## config.mk

```make
export PLATFORM = sky130hd
export DESIGN_NAME = mean3x3_window_core
export DESIGN_NICKNAME = d
export VERILOG_FILES = /design/src/rtl/mean_filter_pkg.sv /design/src/rtl/mean_div9.sv /design/src/rtl/mean3x3_window_core.sv
export SDC_FILE = /design/constraint.sdc
export NUM_CORES = 1
export LEC_CHECK = 0
export BUFFER_PORTS_ARGS = -buffer_cell sky130_fd_sc_hd__buf_4
export CELL_PAD_IN_SITES_DETAIL_PLACEMENT = 1
export CELL_PAD_IN_SITES_GLOBAL_PLACEMENT = 2
export CORE_ASPECT_RATIO = 1.2
export CORE_MARGIN = 3
export CORE_UTILIZATION = 43
export DETAILED_ROUTE_END_ITERATION = 6
export GPL_TIMING_DRIVEN = 0
export PLACE_DENSITY = 0.77
export SLEW_MARGIN = 20
export SYNTH_ARGS = -nofsm -noshare
export SYNTH_HDL_FRONTEND = slang
export SYNTH_SLANG_ARGS = --single-unit
```

## constraint.sdc

```tcl
create_clock -name clock -period 7.4 [get_ports clock]
set_input_delay 0.74 -clock clock [delete_from_list [all_inputs] [get_ports clock]]
set_output_delay 0.74 -clock clock [all_outputs]
set_load 0.02 [all_outputs]
```

## src/rtl/mean_filter_pkg.sv

```systemverilog
// Shared constants and types for the 3x3 mean filter path.
package mean_filter_pkg;

  localparam int PIX_W  = 8;
  localparam int RECIP9 = 7282;
  localparam int RND    = 32768;
  localparam int SHIFT  = 16;
  localparam int LAT    = 5;
  localparam int ROW_W  = 10;
  localparam int SUM_W  = 12;

  typedef logic [PIX_W-1:0] pix_t;

  typedef struct packed {
    logic vsync;
    logic href;
    logic clken;
  } sync_t;

endpackage

```

## src/rtl/mean_div9.sv

```systemverilog
// Registered rounded divide-by-9 of a 3x3 window sum; holds when not enabled.
module mean_div9
  import mean_filter_pkg::*;
(
  input  logic             clock,
  input  logic             rst_n,
  input  logic             en,
  input  logic [SUM_W-1:0] sum_i,
  output pix_t             mean_o
);

  localparam int PROD_W = 26;

  // Reciprocal multiply is exact for every sum in 0..2295.
  function automatic pix_t div9_round(input logic [SUM_W-1:0] s);
    logic [PROD_W-1:0] p;
    p = PROD_W'(s) * PROD_W'(RECIP9) + PROD_W'(RND);
    return pix_t'(p >> SHIFT);
  endfunction

  pix_t mean_d, mean_q;

  always_comb begin
    mean_d = mean_q;
    if (en) mean_d = div9_round(sum_i);
  end

  always_ff @(posedge clock or negedge rst_n) begin
    if (!rst_n) mean_q <= '0;
    else        mean_q <= mean_d;
  end

  assign mean_o = mean_q;

endmodule

```

## src/rtl/mean3x3_window_core.sv

```systemverilog
// 3x3 window assembly from line taps, rounded mean, border handling and
// sync delay matching; one pixel per cycle, 5-cycle latency.
module mean3x3_window_core
  import mean_filter_pkg::*;
#(
  parameter int CNT_W      = 12,
  parameter bit BORDER_RAW = 1'b1
) (
  input  logic       clock,
  input  logic       rst_n,
  input  logic       per_frame_vsync,
  input  logic       per_frame_href,
  input  logic       per_frame_clken,
  input  logic [7:0] per_img_y,
  input  logic [7:0] taps0x,
  input  logic [7:0] taps1x,
  output logic       post_frame_vsync,
  output logic       post_frame_href,
  output logic       post_frame_clken,
  output logic [7:0] post_img_y
);

  sync_t sync_p0_d, sync_p0_q, sync_p1_d, sync_p1_q, sync_p2_d, sync_p2_q;
  sync_t sync_p3_d, sync_p3_q, sync_p4_d, sync_p4_q;
  pix_t  pix_p0_d, pix_p0_q;
  pix_t  raw_p1_d, raw_p1_q, raw_p2_d, raw_p2_q, raw_p3_d, raw_p3_q, raw_p4_d, raw_p4_q;
  logic  border_p1_d, border_p1_q, border_p2_d, border_p2_q;
  logic  border_p3_d, border_p3_q, border_p4_d, border_p4_q;
  logic [2:0][2:0][PIX_W-1:0] win_d, win_q;
  logic [2:0][ROW_W-1:0]      rsum_p2_d, rsum_p2_q;
  logic [SUM_W-1:0]           sum_p3_d, sum_p3_q;
  logic [CNT_W-1:0]           col_cnt_d, col_cnt_q, row_cnt_d, row_cnt_q;
  logic vld_p0, vld_p1, vld_p2, vld_p3;
  logic vs_rise, href_fall;
  pix_t mean_p4;

  assign vld_p0    = sync_p0_q.clken & sync_p0_q.href;
  assign vld_p1    = sync_p1_q.clken & sync_p1_q.href;
  assign vld_p2    = sync_p2_q.clken & sync_p2_q.href;
  assign vld_p3    = sync_p3_q.clken & sync_p3_q.href;
  assign vs_rise   = sync_p0_q.vsync & ~sync_p1_q.vsync;
  assign href_fall = ~sync_p0_q.href & sync_p1_q.href;

  always_comb begin
    // Stage 0: align the pixel with the one-cycle tap read latency
    sync_p0_d = '{vsync: per_frame_vsync, href: per_frame_href, clken: per_frame_clken};
    pix_p0_d  = per_img_y;
    sync_p1_d = sync_p0_q;
    sync_p2_d = sync_p1_q;
    sync_p3_d = sync_p2_q;
    sync_p4_d = sync_p3_q;

    // Stage 1: window shift, position counters, border marking
    win_d       = win_q;
    raw_p1_d    = raw_p1_q;
    border_p1_d = border_p1_q;
    if (vld_p0) begin
      for (int r = 0; r < 3; r++) begin
        win_d[r][0] = win_q[r][1];
        win_d[r][1] = win_q[r][2];
      end
      win_d[0][2] = taps1x;
      win_d[1][2] = taps0x;
      win_d[2][2] = pix_p0_q;
      raw_p1_d    = pix_p0_q;
      border_p1_d = (row_cnt_q < CNT_W'(2)) || (col_cnt_q < CNT_W'(2));
    end

    col_cnt_d = col_cnt_q;
    if (!sync_p0_q.href)                  col_cnt_d = '0;
    else if (vld_p0 && col_cnt_q != '1)   col_cnt_d = col_cnt_q + CNT_W'(1);

    row_cnt_d = row_cnt_q;
    if (vs_rise)                          row_cnt_d = '0;
    else if (href_fall && row_cnt_q != '1) row_cnt_d = row_cnt_q + CNT_W'(1);

    // Stage 2: row sums
    rsum_p2_d   = rsum_p2_q;
    raw_p2_d    = raw_p2_q;
    border_p2_d = border_p2_q;
    if (vld_p1) begin
      for (int r = 0; r < 3; r++)
        rsum_p2_d[r] = ROW_W'(win_q[r][0]) + ROW_W'(win_q[r][1]) + ROW_W'(win_q[r][2]);
      raw_p2_d    = raw_p1_q;
      border_p2_d = border_p1_q;
    end

    // Stage 3: window total
    sum_p3_d    = sum_p3_q;
    raw_p3_d    = raw_p3_q;
    border_p3_d = border_p3_q;
    if (vld_p2) begin
      sum_p3_d    = SUM_W'(rsum_p2_q[0]) + SUM_W'(rsum_p2_q[1]) + SUM_W'(rsum_p2_q[2]);
      raw_p3_d    = raw_p2_q;
      border_p3_d = border_p2_q;
    end

    // Stage 4: border side-band tracks the divider register
    raw_p4_d    = raw_p4_q;
    border_p4_d = border_p4_q;
    if (vld_p3) begin
      raw_p4_d    = raw_p3_q;
      border_p4_d = border_p3_q;
    end
  end

  always_ff @(posedge clock or negedge rst_n) begin
    if (!rst_n) begin
      sync_p0_q   <= '0;
      sync_p1_q   <= '0;
      sync_p2_q   <= '0;
      sync_p3_q   <= '0;
      sync_p4_q   <= '0;
      pix_p0_q    <= '0;
      raw_p1_q    <= '0;
      raw_p2_q    <= '0;
      raw_p3_q    <= '0;
      raw_p4_q    <= '0;
      border_p1_q <= 1'b0;
      border_p2_q <= 1'b0;
      border_p3_q <= 1'b0;
      border_p4_q <= 1'b0;
      win_q       <= '0;
      rsum_p2_q   <= '0;
      sum_p3_q    <= '0;
      col_cnt_q   <= '0;
      row_cnt_q   <= '0;
    end else begin
      sync_p0_q   <= sync_p0_d;
      sync_p1_q   <= sync_p1_d;
      sync_p2_q   <= sync_p2_d;
      sync_p3_q   <= sync_p3_d;
      sync_p4_q   <= sync_p4_d;
      pix_p0_q    <= pix_p0_d;
      raw_p1_q    <= raw_p1_d;
      raw_p2_q    <= raw_p2_d;
      raw_p3_q    <= raw_p3_d;
      raw_p4_q    <= raw_p4_d;
      border_p1_q <= border_p1_d;
      border_p2_q <= border_p2_d;
      border_p3_q <= border_p3_d;
      border_p4_q <= border_p4_d;
      win_q       <= win_d;
      rsum_p2_q   <= rsum_p2_d;
      sum_p3_q    <= sum_p3_d;
      col_cnt_q   <= col_cnt_d;
      row_cnt_q   <= row_cnt_d;
    end
  end

  mean_div9 u_div9 (
    .clock  (clock),
    .rst_n  (rst_n),
    .en     (vld_p3),
    .sum_i  (sum_p3_q),
    .mean_o (mean_p4)
  );

  assign post_frame_vsync = sync_p4_q.vsync;
  assign post_frame_href  = sync_p4_q.href;
  assign post_frame_clken = sync_p4_q.clken;
  assign post_img_y       = border_p4_q ? (BORDER_RAW ? raw_p4_q : '0) : mean_p4;

endmodule

```

==> out/results.tsv <==
stage	metric	value	unit
timing	fmax	174	MHz
clock_tree	clk_pin_slew	0.07	ns
clock_tree	cts_tree	yes	
routing	drc	0	
worst_setup_path	crit_top_cell	inv_1	
yosys	synth_cell_types	50	
timing	fin_crit_sh	77.8	%
clock_tree	cts-root-buf	clkbuf_16	
worst_setup_path	cp_slowest_cell	dfrtp_1	
yosys	synth_warnings	0	
final_layout	diodes	0	
yosys	syn-num-nets	1198	
routing	vias	7334	
worst_setup_path	crit_path_end_kind	flip-flop	
clock_tree	worstSkewPairLatency	0.44	ns
die	io_pins	40	
timing	skew	0.00659	ns
yosys	synth-seq-area-share	42.7	%
run_status	status	completed	
die	die_h	185	um
yosys	synth_top_cell_area_share	42.7	%
grt	grt_pass1_wl	40900	um
grt	antenna_found_initial	0	
grt	overflow	0	
yosys	syn-cell-area	11500	sq um
worst_setup_path	worst_setup_path_start_kind	flip-flop	
worst_setup_path	slowest_delay	0.55	ns
min_path	min_path_type	primary input to async pin	
clock_tree	h-tree-depth	4	
timing	slew_viol_final	0	
place	numPortBuffers	39	
worst_setup_path	worst-path-max-fanout	6	
routing	final_antenna_net_count	0	
grt	grt_start_max_net_pins	85	
final_layout	fill_cells	2834	
clock_tree	clock_sinks	197	
clock_tree	clock_path_buffers	2	
final_layout	final_util	48.8	%
timing	period_needed	5.76	ns
flow_run	cap_viol_max_count	0	
yosys	synth_top_area_cell	dfrtp_1	
final_layout	num-nets-final	1258	
grt	grt_pass1_vias	8070	
die	initial_core_util	43.8	%
timing	setup_viol	0	
die	core-area	26400	sq um
yosys	synth.top_cells.by_area	dfrtp_1 (43%), fa_1 (12%), ha_1 (11%)	
routing	first_pass_iters	4	
yosys	syn-mean-instance-area	11.5	sq um
die	die_x	156	um
place	placed_area	12300	sq um
yosys	synth_edf_count	0	
place	place.gp.congestion	0.792	
routing	avgViaCountPerCell	5.20	
yosys	ys_ff_latch	197	
yosys	synthArstFlopShare	100	%
timing	rsz0062_at_grt	no	
routing	drt_iter0_drc	294	
clock_tree	cts_resized	0	
die	die-area	28900	sq um
final_layout	syn_to_final_growth	11.3	%
timing	slew_headroom	36.4	%
worst_setup_path	crit_required	7.76	ns
timing	hold_viol_final	0	
clock_tree	post_cts_buffers	0	
yosys	synth_flop_cell	dfrtp_1	
final_layout	drive_gt1_share	17.3	%
clock_tree	cts_buffers	17	
worst_setup_path	worst_ep_arrival_time	6.11	ns
yosys	synth_common_cells	dfrtp_1 (197), inv_1 (109), mux2_2 (105), ha_1 (98), nand2_1 (81)	
routing	wl_per_cell	17.0	um
yosys	syn_inst	1003	
place	hpwl	18900	um
worst_setup_path	path_cells	inv_1 -> fa_1 -> inv_1 -> ha_1 -> inv_1 -> fa_1 -> inv_1 -> fa_1 -> inv_1 -> fa_1 -> inv_1 -> ha_1 -> a21oi_1 -> o21ai_2 -> mux2i_1 -> nor4b_4 -> ha_1 -> nand4_1 -> nor4_1 -> xnor3_1 -> o21ai_0	
timing	tightest_slew	0.950	ns
timing	fin_tns_setup	0	ns
clock_tree	holdBufCountCts	0	
grt	grt_util_all_layers	17.9	%
worst_setup_path	crit_type	flip-flop to flip-flop	
routing	routed_wl	24000	um
die	fp-row-count	65	
yosys	post-synth-top-count-cell	dfrtp_1	
final_layout	stdcell_area	12900	sq um
-- layout make-up --
type                    instances  area, sq um  area share, %
multi-input cells             671         6100           47.5
flip-flops and latches        197         4930           38.4
clock buffers                  20          457           3.55
well taps                     335          419           3.26
inverters                     109          409           3.18
repair buffers                 41          355           2.76
plain buffers                  26          103          0.798
clock inverters                11         78.8          0.613
-- final timing paths --
| check | startpoint | end | slack, ns | cells after the start |
|---|---|---|---|---|
| worst max-delay path | sum_p3_q[9]$_DFFE_PN0P_ | u_div9.mean_o[7]$_DFFE_PN0P_ | 1.64 | 21 |
| worst min-delay path | rst_n | sum_p3_q[1]$_DFFE_PN0P_ | 0.21 | 1 |
| worst max register to register | sum_p3_q[9]$_DFFE_PN0P_ | u_div9.mean_o[7]$_DFFE_PN0P_ | 1.64 | 21 |
| worst min register to register | sync_p2_q[2]$_DFF_PN0_ | sync_p3_q[2]$_DFF_PN0_ | 0.35 | 0 |
| max in group asynchronous | rst_n | pix_p0_q[1]$_DFF_PN0_ | 6.44 | 2 |
| min in group clock | sync_p2_q[2]$_DFF_PN0_ | sync_p3_q[2]$_DFF_PN0_ | 0.35 | 0 |
-- placed cells by master (no fill, tap or decap), types with 3 or more instances in the layout --
| cell | Yosys | routed |
|---|---|---|
| buf_4 | 1 | 39 |
| o21ai_0 | 69 | 69 |
| nor3b_1 | 4 | 4 |
| clkbuf_1 | 24 | 25 |
| o21bai_1 | 12 | 12 |
| mux2_2 | 105 | 105 |
| a21o_1 | 5 | 5 |
| and3_1 | 5 | 5 |
| nand3_1 | 14 | 14 |
| o31ai_1 | 7 | 7 |
| nand4_1 | 16 | 16 |
| fa_1 | 68 | 68 |
| xor2_1 | 16 | 16 |
| mux2i_1 | 4 | 4 |
| and2_1 | 7 | 7 |
| o21a_1 | 5 | 5 |
| xnor2_1 | 31 | 31 |
| nor4_1 | 7 | 7 |
| nor3_1 | 9 | 9 |
| nor2_1 | 22 | 22 |
| clkbuf_16 | 0 | 17 |
| clkinv_2 | 0 | 3 |
| o22ai_1 | 4 | 4 |
| nor2b_1 | 4 | 4 |
| dfrtp_1 | 197 | 197 |
| inv_1 | 109 | 109 |
| a21oi_1 | 44 | 44 |
| or3_1 | 5 | 5 |
| nand2_1 | 81 | 81 |
| a31oi_1 | 8 | 8 |
| clkinvlp_4 | 0 | 5 |
| ha_1 | 98 | 98 |
-- per-layer routing --
metal	wire length, um	part of all wire, %	global-route usage (%)
met1	10200	42	21.7
met5	0	0	0
met4	623	2.6	6.34
met3	411	1.7	2.93
met2	12800	53	32.3
-- per-stage QoR --
| stage | setup slack [ns] | hold WS (ns) | std cells |
|---|---|---|---|
| final | 1.64 | 0.210 | 1410 |
| after global placement | 1.68 | 0.335 | 1377 |
| after detailed placement | 1.60 | 0.336 | 1379 |
| after global routing | 1.22 | 0.222 | 1410 |
| after floorplan | 2.28 | 0.331 | 1003 |
| after CTS | 1.57 | 0.210 | 1410 |
-- cells by family after synthesis --
group | after synthesis | synth area share [%]
DFF | 197 | 42.7
and+or+nand+nor | 182 | 7.77
AOI/OAI and AO/OA | 166 | 8.32
adders and majority gates | 166 | 22.4
buffers and inverters | 135 | 4.43
muxes | 109 | 10.6
xor gates and xnor gates | 48 | 3.76
-- sequential cells by signal, summed over array words and instances, names as in the netlist --
| register | count |
|---|---|
| raw_p2_q | 8 |
| border_p4_q | 1 |
| win_q | 72 |
| rsum_p2_q | 30 |
| row_cnt_q | 12 |
| pix_p0_q | 8 |
| sync_p0_q | 3 |
| border_p3_q | 1 |
| sync_p2_q | 3 |
| sum_p3_q | 12 |
| post_frame_href | 1 |
| border_p1_q | 1 |
| border_p2_q | 1 |
| col_cnt_q | 12 |
| sync_p3_q | 3 |
| post_frame_vsync | 1 |
| sync_p1_q | 3 |
| raw_p4_q | 8 |
| post_frame_clken | 1 |
| raw_p3_q | 8 |
| u_div9.mean_o | 8 |
-- worst max-delay path, delay by kind of cell (launching register included) --
| family | cells | cell delay, ns |
|---|---|---|
| mux | 1 | 0.16 |
| compound gates | 3 | 0.59 |
| xor+xnor | 1 | 0.27 |
| buf+inv | 6 | 0.36 |
| flops | 1 | 0.55 |
| simple gates | 3 | 0.76 |
| fa+ha+maj | 7 | 2.96 |
Power is not shown: default switching activity piles up to over one toggle a cycle in this logic, so the estimate is an artifact.
